===== config.mk =====
export PLATFORM = sky130hd
export DESIGN_NAME = reservation_station_issue
export DESIGN_NICKNAME = d
export VERILOG_FILES = /design/src/rtl/reservation_station_issue.sv
export SDC_FILE = /design/constraint.sdc
export NUM_CORES = 2
export LEC_CHECK = 0
export CORE_ASPECT_RATIO = 1.2
export CORE_UTILIZATION = 40
export DETAILED_ROUTE_END_ITERATION = 7
export DONT_BUFFER_PORTS = 1
export GPL_TIMING_DRIVEN = 0
export PLACE_DENSITY = 0.6
export SYNTH_ARGS = -nofsm -noshare
export SYNTH_HDL_FRONTEND = slang
export SYNTH_SLANG_ARGS = --single-unit

===== constraint.sdc =====
create_clock -name clk -period 7.9 [get_ports clk]
set_input_delay 0.79 -clock clk [delete_from_list [all_inputs] [get_ports clk]]
set_output_delay 0.79 -clock clk [all_outputs]
set_load 0.02 [all_outputs]

===== src/rtl/reservation_station_issue.sv =====
// Reservation station with a registered issue stage, feeding one functional unit.
// Holds up to DEPTH renamed instructions, snoops three CDB ports for missing
// operands, and issues the lowest-index entry whose operands are both ready.
//
// Ports:
//   clk, rst_n (sync, active-low), flush
//   dispatch_*      : incoming renamed instruction, valid/ready handshake
//   cdb_valid/tag/data : three result broadcast ports, port k in slice k
//   issue_valid/issue_ready : handshake towards the functional unit
//   control_signals .. data_b : registered issue payload
//   occupancy       : valid entries in the station (output register excluded)
module reservation_station_issue #(
  parameter int unsigned DATA_WIDTH = 32,
  parameter int unsigned DEPTH      = 4,
  parameter int unsigned TAG_WIDTH  = 6
) (
  input  logic                        clk,
  input  logic                        rst_n,
  input  logic                        flush,
  input  logic                        dispatch_valid,
  output logic                        dispatch_ready,
  input  logic [10:0]                 dispatch_control_signals,
  input  logic [2:0]                  dispatch_branch_sel,
  input  logic                        dispatch_branch_prediction,
  input  logic [DATA_WIDTH-1:0]       dispatch_pc,
  input  logic [DATA_WIDTH-1:0]       dispatch_pc_value_at_prediction,
  input  logic [TAG_WIDTH-1:0]        dispatch_rd_phys_addr,
  input  logic                        dispatch_a_ready,
  input  logic                        dispatch_b_ready,
  input  logic [TAG_WIDTH-1:0]        dispatch_a_tag,
  input  logic [TAG_WIDTH-1:0]        dispatch_b_tag,
  input  logic [DATA_WIDTH-1:0]       dispatch_a_data,
  input  logic [DATA_WIDTH-1:0]       dispatch_b_data,
  input  logic [2:0]                  cdb_valid,
  input  logic [3*TAG_WIDTH-1:0]      cdb_tag,
  input  logic [3*DATA_WIDTH-1:0]     cdb_data,
  output logic                        issue_valid,
  input  logic                        issue_ready,
  output logic [10:0]                 control_signals,
  output logic [2:0]                  branch_sel,
  output logic                        branch_prediction,
  output logic [DATA_WIDTH-1:0]       pc,
  output logic [DATA_WIDTH-1:0]       pc_value_at_prediction,
  output logic [TAG_WIDTH-1:0]        rd_phys_addr,
  output logic [DATA_WIDTH-1:0]       data_a,
  output logic [DATA_WIDTH-1:0]       data_b,
  output logic [$clog2(DEPTH+1)-1:0]  occupancy
);

  localparam int unsigned IdxW = $clog2(DEPTH);
  localparam int unsigned OccW = $clog2(DEPTH + 1);

  // Returns {hit, data}; the lowest matching port wins.
  function automatic logic [DATA_WIDTH:0] cdb_lookup(
    input logic [TAG_WIDTH-1:0]    tag,
    input logic [2:0]              vld,
    input logic [3*TAG_WIDTH-1:0]  tags,
    input logic [3*DATA_WIDTH-1:0] datas
  );
    logic [DATA_WIDTH:0] res;
    res = '0;
    for (int k = 2; k >= 0; k--) begin
      if (vld[k] && (tags[k*TAG_WIDTH +: TAG_WIDTH] == tag)) begin
        res = {1'b1, datas[k*DATA_WIDTH +: DATA_WIDTH]};
      end
    end
    return res;
  endfunction

  // Entry storage
  logic [DEPTH-1:0]      vld_q, a_rdy_q, b_rdy_q, bpred_q;
  logic [TAG_WIDTH-1:0]  a_tag_q [DEPTH];
  logic [TAG_WIDTH-1:0]  b_tag_q [DEPTH];
  logic [TAG_WIDTH-1:0]  rd_q    [DEPTH];
  logic [DATA_WIDTH-1:0] a_data_q[DEPTH];
  logic [DATA_WIDTH-1:0] b_data_q[DEPTH];
  logic [DATA_WIDTH-1:0] pc_q    [DEPTH];
  logic [DATA_WIDTH-1:0] pcv_q   [DEPTH];
  logic [10:0]           ctrl_q  [DEPTH];
  logic [2:0]            bsel_q  [DEPTH];

  // Output register
  logic                  iv_q, bpred_o_q;
  logic [10:0]           ctrl_o_q;
  logic [2:0]            bsel_o_q;
  logic [DATA_WIDTH-1:0] pc_o_q, pcv_o_q, a_o_q, b_o_q;
  logic [TAG_WIDTH-1:0]  rd_o_q;

  logic [DATA_WIDTH:0]   a_wk [DEPTH];
  logic [DATA_WIDTH:0]   b_wk [DEPTH];
  logic [DATA_WIDTH:0]   da_lk, db_lk;
  logic [IdxW-1:0]       free_idx, sel_idx;
  logic [DEPTH-1:0]      elig;
  logic                  elig_any, disp_acc, out_free, sel_move;
  logic                  disp_a_rdy, disp_b_rdy;
  logic [DATA_WIDTH-1:0] disp_a_data, disp_b_data;
  logic [OccW-1:0]       occ;

  assign elig           = vld_q & a_rdy_q & b_rdy_q;
  assign elig_any       = |elig;
  assign dispatch_ready = ~&vld_q;
  assign disp_acc       = dispatch_valid && dispatch_ready && !flush;
  assign out_free       = !iv_q || issue_ready;
  assign sel_move       = out_free && elig_any && !flush;

  // Dispatch-cycle bypass from the CDB
  assign da_lk       = cdb_lookup(dispatch_a_tag, cdb_valid, cdb_tag, cdb_data);
  assign db_lk       = cdb_lookup(dispatch_b_tag, cdb_valid, cdb_tag, cdb_data);
  assign disp_a_rdy  = dispatch_a_ready || da_lk[DATA_WIDTH];
  assign disp_b_rdy  = dispatch_b_ready || db_lk[DATA_WIDTH];
  assign disp_a_data = dispatch_a_ready ? dispatch_a_data : da_lk[DATA_WIDTH-1:0];
  assign disp_b_data = dispatch_b_ready ? dispatch_b_data : db_lk[DATA_WIDTH-1:0];

  always_comb begin
    free_idx = '0;
    sel_idx  = '0;
    occ      = '0;
    // Descending scan so the lowest index is the final assignment.
    for (int i = DEPTH - 1; i >= 0; i--) begin
      if (!vld_q[i]) free_idx = IdxW'(i);
      if (elig[i])   sel_idx  = IdxW'(i);
    end
    for (int i = 0; i < DEPTH; i++) begin
      occ = occ + OccW'(vld_q[i]);
    end
  end

  always_comb begin
    for (int i = 0; i < DEPTH; i++) begin
      a_wk[i] = cdb_lookup(a_tag_q[i], cdb_valid, cdb_tag, cdb_data);
      b_wk[i] = cdb_lookup(b_tag_q[i], cdb_valid, cdb_tag, cdb_data);
    end
  end

  always_ff @(posedge clk) begin
    if (!rst_n) begin
      vld_q <= '0;
    end else if (flush) begin
      vld_q <= '0;
    end else begin
      for (int i = 0; i < DEPTH; i++) begin
        if (disp_acc && (free_idx == IdxW'(i))) begin
          vld_q[i]    <= 1'b1;
          a_rdy_q[i]  <= disp_a_rdy;
          b_rdy_q[i]  <= disp_b_rdy;
          a_tag_q[i]  <= dispatch_a_tag;
          b_tag_q[i]  <= dispatch_b_tag;
          a_data_q[i] <= disp_a_data;
          b_data_q[i] <= disp_b_data;
          rd_q[i]     <= dispatch_rd_phys_addr;
          pc_q[i]     <= dispatch_pc;
          pcv_q[i]    <= dispatch_pc_value_at_prediction;
          ctrl_q[i]   <= dispatch_control_signals;
          bsel_q[i]   <= dispatch_branch_sel;
          bpred_q[i]  <= dispatch_branch_prediction;
        end else begin
          if (sel_move && (sel_idx == IdxW'(i))) vld_q[i] <= 1'b0;
          if (vld_q[i] && !a_rdy_q[i] && a_wk[i][DATA_WIDTH]) begin
            a_rdy_q[i]  <= 1'b1;
            a_data_q[i] <= a_wk[i][DATA_WIDTH-1:0];
          end
          if (vld_q[i] && !b_rdy_q[i] && b_wk[i][DATA_WIDTH]) begin
            b_rdy_q[i]  <= 1'b1;
            b_data_q[i] <= b_wk[i][DATA_WIDTH-1:0];
          end
        end
      end
    end
  end

  always_ff @(posedge clk) begin
    if (!rst_n) begin
      iv_q      <= 1'b0;
      ctrl_o_q  <= '0;
      bsel_o_q  <= '0;
      bpred_o_q <= 1'b0;
      pc_o_q    <= '0;
      pcv_o_q   <= '0;
      rd_o_q    <= '0;
      a_o_q     <= '0;
      b_o_q     <= '0;
    end else if (flush) begin
      iv_q <= 1'b0;
    end else if (out_free) begin
      iv_q <= elig_any;
      if (elig_any) begin
        ctrl_o_q  <= ctrl_q[sel_idx];
        bsel_o_q  <= bsel_q[sel_idx];
        bpred_o_q <= bpred_q[sel_idx];
        pc_o_q    <= pc_q[sel_idx];
        pcv_o_q   <= pcv_q[sel_idx];
        rd_o_q    <= rd_q[sel_idx];
        a_o_q     <= a_data_q[sel_idx];
        b_o_q     <= b_data_q[sel_idx];
      end
    end
  end

  assign issue_valid            = iv_q;
  assign control_signals        = ctrl_o_q;
  assign branch_sel             = bsel_o_q;
  assign branch_prediction      = bpred_o_q;
  assign pc                     = pc_o_q;
  assign pc_value_at_prediction = pcv_o_q;
  assign rd_phys_addr           = rd_o_q;
  assign data_a                 = a_o_q;
  assign data_b                 = b_o_q;
  assign occupancy              = occ;

endmodule


==> results summary <==
The effective utilization at floorplan is 40.4%. The most used standard cell by instance count after synthesis is sky130_fd_sc_hd__edfxtp_1. The count of pins over their slew limit came out at 8.

Of the synthesized area, sequential elements account for 56.0%. Wires add up to 182000 microns. STA classifies the critical path endpoint as a register. For this run, the total global-route usage over all layers was measured as 34.4%.

The critical path goes through clkbuf_1 > nand4_1 > nor4_2 > o311ai_1 > buf_2 > buf_1 > nand2_2 > buf_12. The min-delay analysis places its worst path in the category in -> reg. The power density over cell area came out at 205 mW/mm^2. The wire length of the first global-routing pass came out at 249000 microns. Row generation in the floorplan step produced 127 rows. The cell area after synthesis is 0.0405 sq mm. Data on the critical path is required at its endpoint by 8.28 ns.

The total nets after synthesis came out at 3986. The first detailed-routing pass ran for 8 iterations. The area growth from synthesis to layout is 12.1%. After layout, the worst path uses 56.4% of the clock period. In the post-synthesis netlist, the biggest area contributors are sky130_fd_sc_hd__edfxtp_1 (48%), sky130_fd_sc_hd__dfxtp_1 (7.6%), sky130_fd_sc_hd__a21oi_1 (4.7%). With fillers left out, the area of the finished cells amounts to between 0.04 and 0.05 sq mm. In this run, post-CTS hold repair placed 0 buffers. For the worst-skew pair, the clock arrives at the later sink with an insertion delay of 0.70 ns. STA classifies the critical path startpoint as an input port.

The maximum number of pins on one net before global-route repair is 73. The prevailing post-synth register cell is sky130_fd_sc_hd__edfxtp_1. The number of nets with antenna violations after detailed routing is 0. The hold violation total from the final report is 0. The critical-path maximum fanout is 18.

Across the routed clock network, the largest skew measured is about 0.026 ns. The number of setup violations in the final report is 0. After detailed placement, the total cell area comes to 0.0425 sq mm. The signal arrival time at the worst endpoint came out at 4.83 ns. In this run the tool buffered the top-level ports with 0 buffer cells. Post-CTS repair changed the size of 0 cells.

The time the final worst path needs with I/O delays and setup is 4.46 ns. In this run the number of H-tree levels came out at 3. The average instance in the mapped netlist occupies 10.9 sq um.

The final reports fail on DRC, capacitance limit, slew limit. The gate count after technology mapping is between 3000 and 4000. The transition at the pin with the smallest max-transition slack is 1.54 ns. The clock passes through at most 3 buffers.

Summing all multi-input logic gate instances after layout gives around 0.016 sq mm. The final HPWL from detailed placement came out at 128000 microns. The die outline area came out at 0.102 sq mm. The async set or reset register ratio after synthesis came out at 0%.

The synthesized design contains 806 register bits. Dividing the detail-routed wire length by the instance count gives 35.1 microns. Counting distinct cell types in the post-synthesis netlist gives 64.

The Yosys step of the flow raised 0 warnings. The leakage power came out at 0.0158 uW. The die extent in y is around 350 microns. The headroom to the max-slew limit came out at -3.22%. The fmax came out at 0.224 GHz. The congestion estimate from routability-driven global placement came to 1.03. The largest incremental delay on the critical path is 1.20 ns. Buffers inserted during clock tree synthesis total 84. Of the cells placed in the final design, the portion with a size suffix greater than 1 is about a tenth. The initial DRC count is between 5000 and 6000. Global routing finished with a remaining overflow of 0. The clock-pin slew of the registers on the worst-case setup and hold paths came out at 0.07 ns.

The biggest area consumer among synthesized cells is sky130_fd_sc_hd__edfxtp_1. The number of vias in the routed layout came out at 34600. The routed via count divided by cell count is 6.68. The number of antenna violations at the first check in global routing is 39.

The placeable core area came out at 0.100 sq mm. Clock tree synthesis selected as its root buffer the cell sky130_fd_sc_hd__clkbuf_16. The number of DRC violations after detailed routing came out at 1.

The summed negative setup slack over all endpoints came out at 0 ns. In the final layout, flip-flops and latches occupy roughly 0.023 sq mm. After synthesis, the most frequently instantiated cells are sky130_fd_sc_hd__edfxtp_1 (652), sky130_fd_sc_hd__a21oi_1 (382), sky130_fd_sc_hd__clkbuf_1 (298), sky130_fd_sc_hd__nand2_1 (205), sky130_fd_sc_hd__nand3_1 (203). The flow ran to the end, but the final reports show violations. The number of nets in the final layout is about 4100.

The slowest stage of the critical path is the sky130_fd_sc_hd__nor4_2 cell. The number of maximum-capacitance constraint violations came out at 2. Across the VDD grid, the largest voltage drop is 140 uV. The CTS sink count came out at ~810. After filler insertion, the fill cell instance count of the layout stands at around 9500.

The total setup buffers inserted after CTS came out at 0. The number of global-route vias before repair came out at 32400. The number of top-level pins is about 440.

The clock tree from TritonCTS is done. Setup repair after global routing left no endpoint under its margin. The die is slightly below 300 microns wide.

The kind of critical path is in -> reg. Summed over its instances, the top area cell type makes up 48.4% of the synthesized netlist area. In this run, synthesis inferred 652 flip-flops with an integrated enable.
==> layer usage <==
metal	part of all wire [%]	track usage [%]
met3	13	13.2
met2	44	53.0
met5	0.10	0
met1	36	41.0
met4	6.6	20.2
==> registers in the layout, indices dropped and copies added, names as in the netlist <==
register / cells
a_data_q: 128
a_rdy_q: 4
a_tag_q: 24
b_data_q: 128
b_rdy_q: 4
b_tag_q: 24
bpred_q: 4
branch_prediction: 1
branch_sel: 3
bsel_q: 12
control_signals: 11
ctrl_q: 44
data_a: 32
data_b: 32
issue_valid: 1
pc: 32
pc_q: 128
pc_value_at_prediction: 32
pcv_q: 128
rd_phys_addr: 6
rd_q: 24
vld_q: 4
==> critical path, delay by kind of cell <==
kind	cells	cell delay [ns]
buffers and inverters	4	1.60
AO/OA/AOI/OAI	1	0.30
AND/OR/NAND/NOR	3	2.10
==> per-stage QoR <==
stage,setup WS [ns],utilization (%),hold WS (ns),std cells,total power [uW]
global placement,1.01,42.0,0.490,4987,5250
detailed placement,3.03,42.4,0.498,5003,5260
global route,3.45,45.2,0.174,5168,9480
floorplan,3.86,-,0.485,3697,5070
finish,3.44,45.3,0.190,5185,9270
CTS,3.70,45.2,0.167,5160,9280
==> cells in the final DEF (no fill, tap or decap), types with 85 or more instances in the layout <==
| cell | n |
|---|---|
| sky130_fd_sc_hd__nand3_1 | 203 |
| sky130_fd_sc_hd__mux2_2 | 85 |
| sky130_fd_sc_hd__nand2_1 | 199 |
| sky130_fd_sc_hd__edfxtp_1 | 652 |
| sky130_fd_sc_hd__nor2_1 | 161 |
| sky130_fd_sc_hd__clkbuf_1 | 317 |
| sky130_fd_sc_hd__a21oi_1 | 382 |
| sky130_fd_sc_hd__o21ai_0 | 150 |
| sky130_fd_sc_hd__xnor2_1 | 109 |
| sky130_fd_sc_hd__mux2i_1 | 116 |
| sky130_fd_sc_hd__dfxtp_1 | 154 |
| sky130_fd_sc_hd__inv_1 | 85 |
| sky130_fd_sc_hd__nor3_1 | 113 |
| sky130_fd_sc_hd__a21o_1 | 94 |
| sky130_fd_sc_hd__a222oi_1 | 125 |
| sky130_fd_sc_hd__a31oi_1 | 124 |
==> worst paths after layout <==
path                                    end  slack [ns]  cells past startpoint                                start
hold / removal       pcv_q[1][24]$_DFFE_PP_        0.19                      0  dispatch_pc_value_at_prediction[24]
setup / recovery  a_data_q[3][21]$_DFFE_PP_        3.44                      8                         cdb_valid[1]
setup reg to reg  b_data_q[1][22]$_DFFE_PP_        3.48                      8              b_tag_q[1][5]$_DFFE_PP_
hold reg to reg      data_b[5]$_SDFFE_PN0P_        0.51                      2             b_data_q[1][5]$_DFFE_PP_
==> where the power goes <==
group / switching, uW / internal [uW]
combinational: 368 / 171
sequential: 22.8 / 4630
clock: 1810 / 2270
==> cells by family (layout without fill, tap and decap cells) <==
family	after synthesis	after routing	synth area share (%)
multiplexers	221	221	5.79
flip-flops	806	806	56.0
AO/OA/AOI/OAI	1175	1175	19.5
other	0	24	0
buffers and inverters	494	668	4.99
XOR/XNOR	180	180	3.90
AND/OR/NAND/NOR	817	817	9.65
adder cells (fa/ha/maj)	4	4	0.142
==> final cells by class <==
type / instances / share of cell area [%]
antenna: 24 / 0.132
buffer: 404 / 3.71
clock buffer: 111 / 5.04
multi-input combinational: 2397 / 34.9
clock inverter: 46 / 1.17
sequential: 806 / 50.0
inverter: 90 / 0.789
tap: 1290 / 3.56
timing repair buffer: 17 / 0.712
Note: power is estimated with default switching activity, not from simulation.
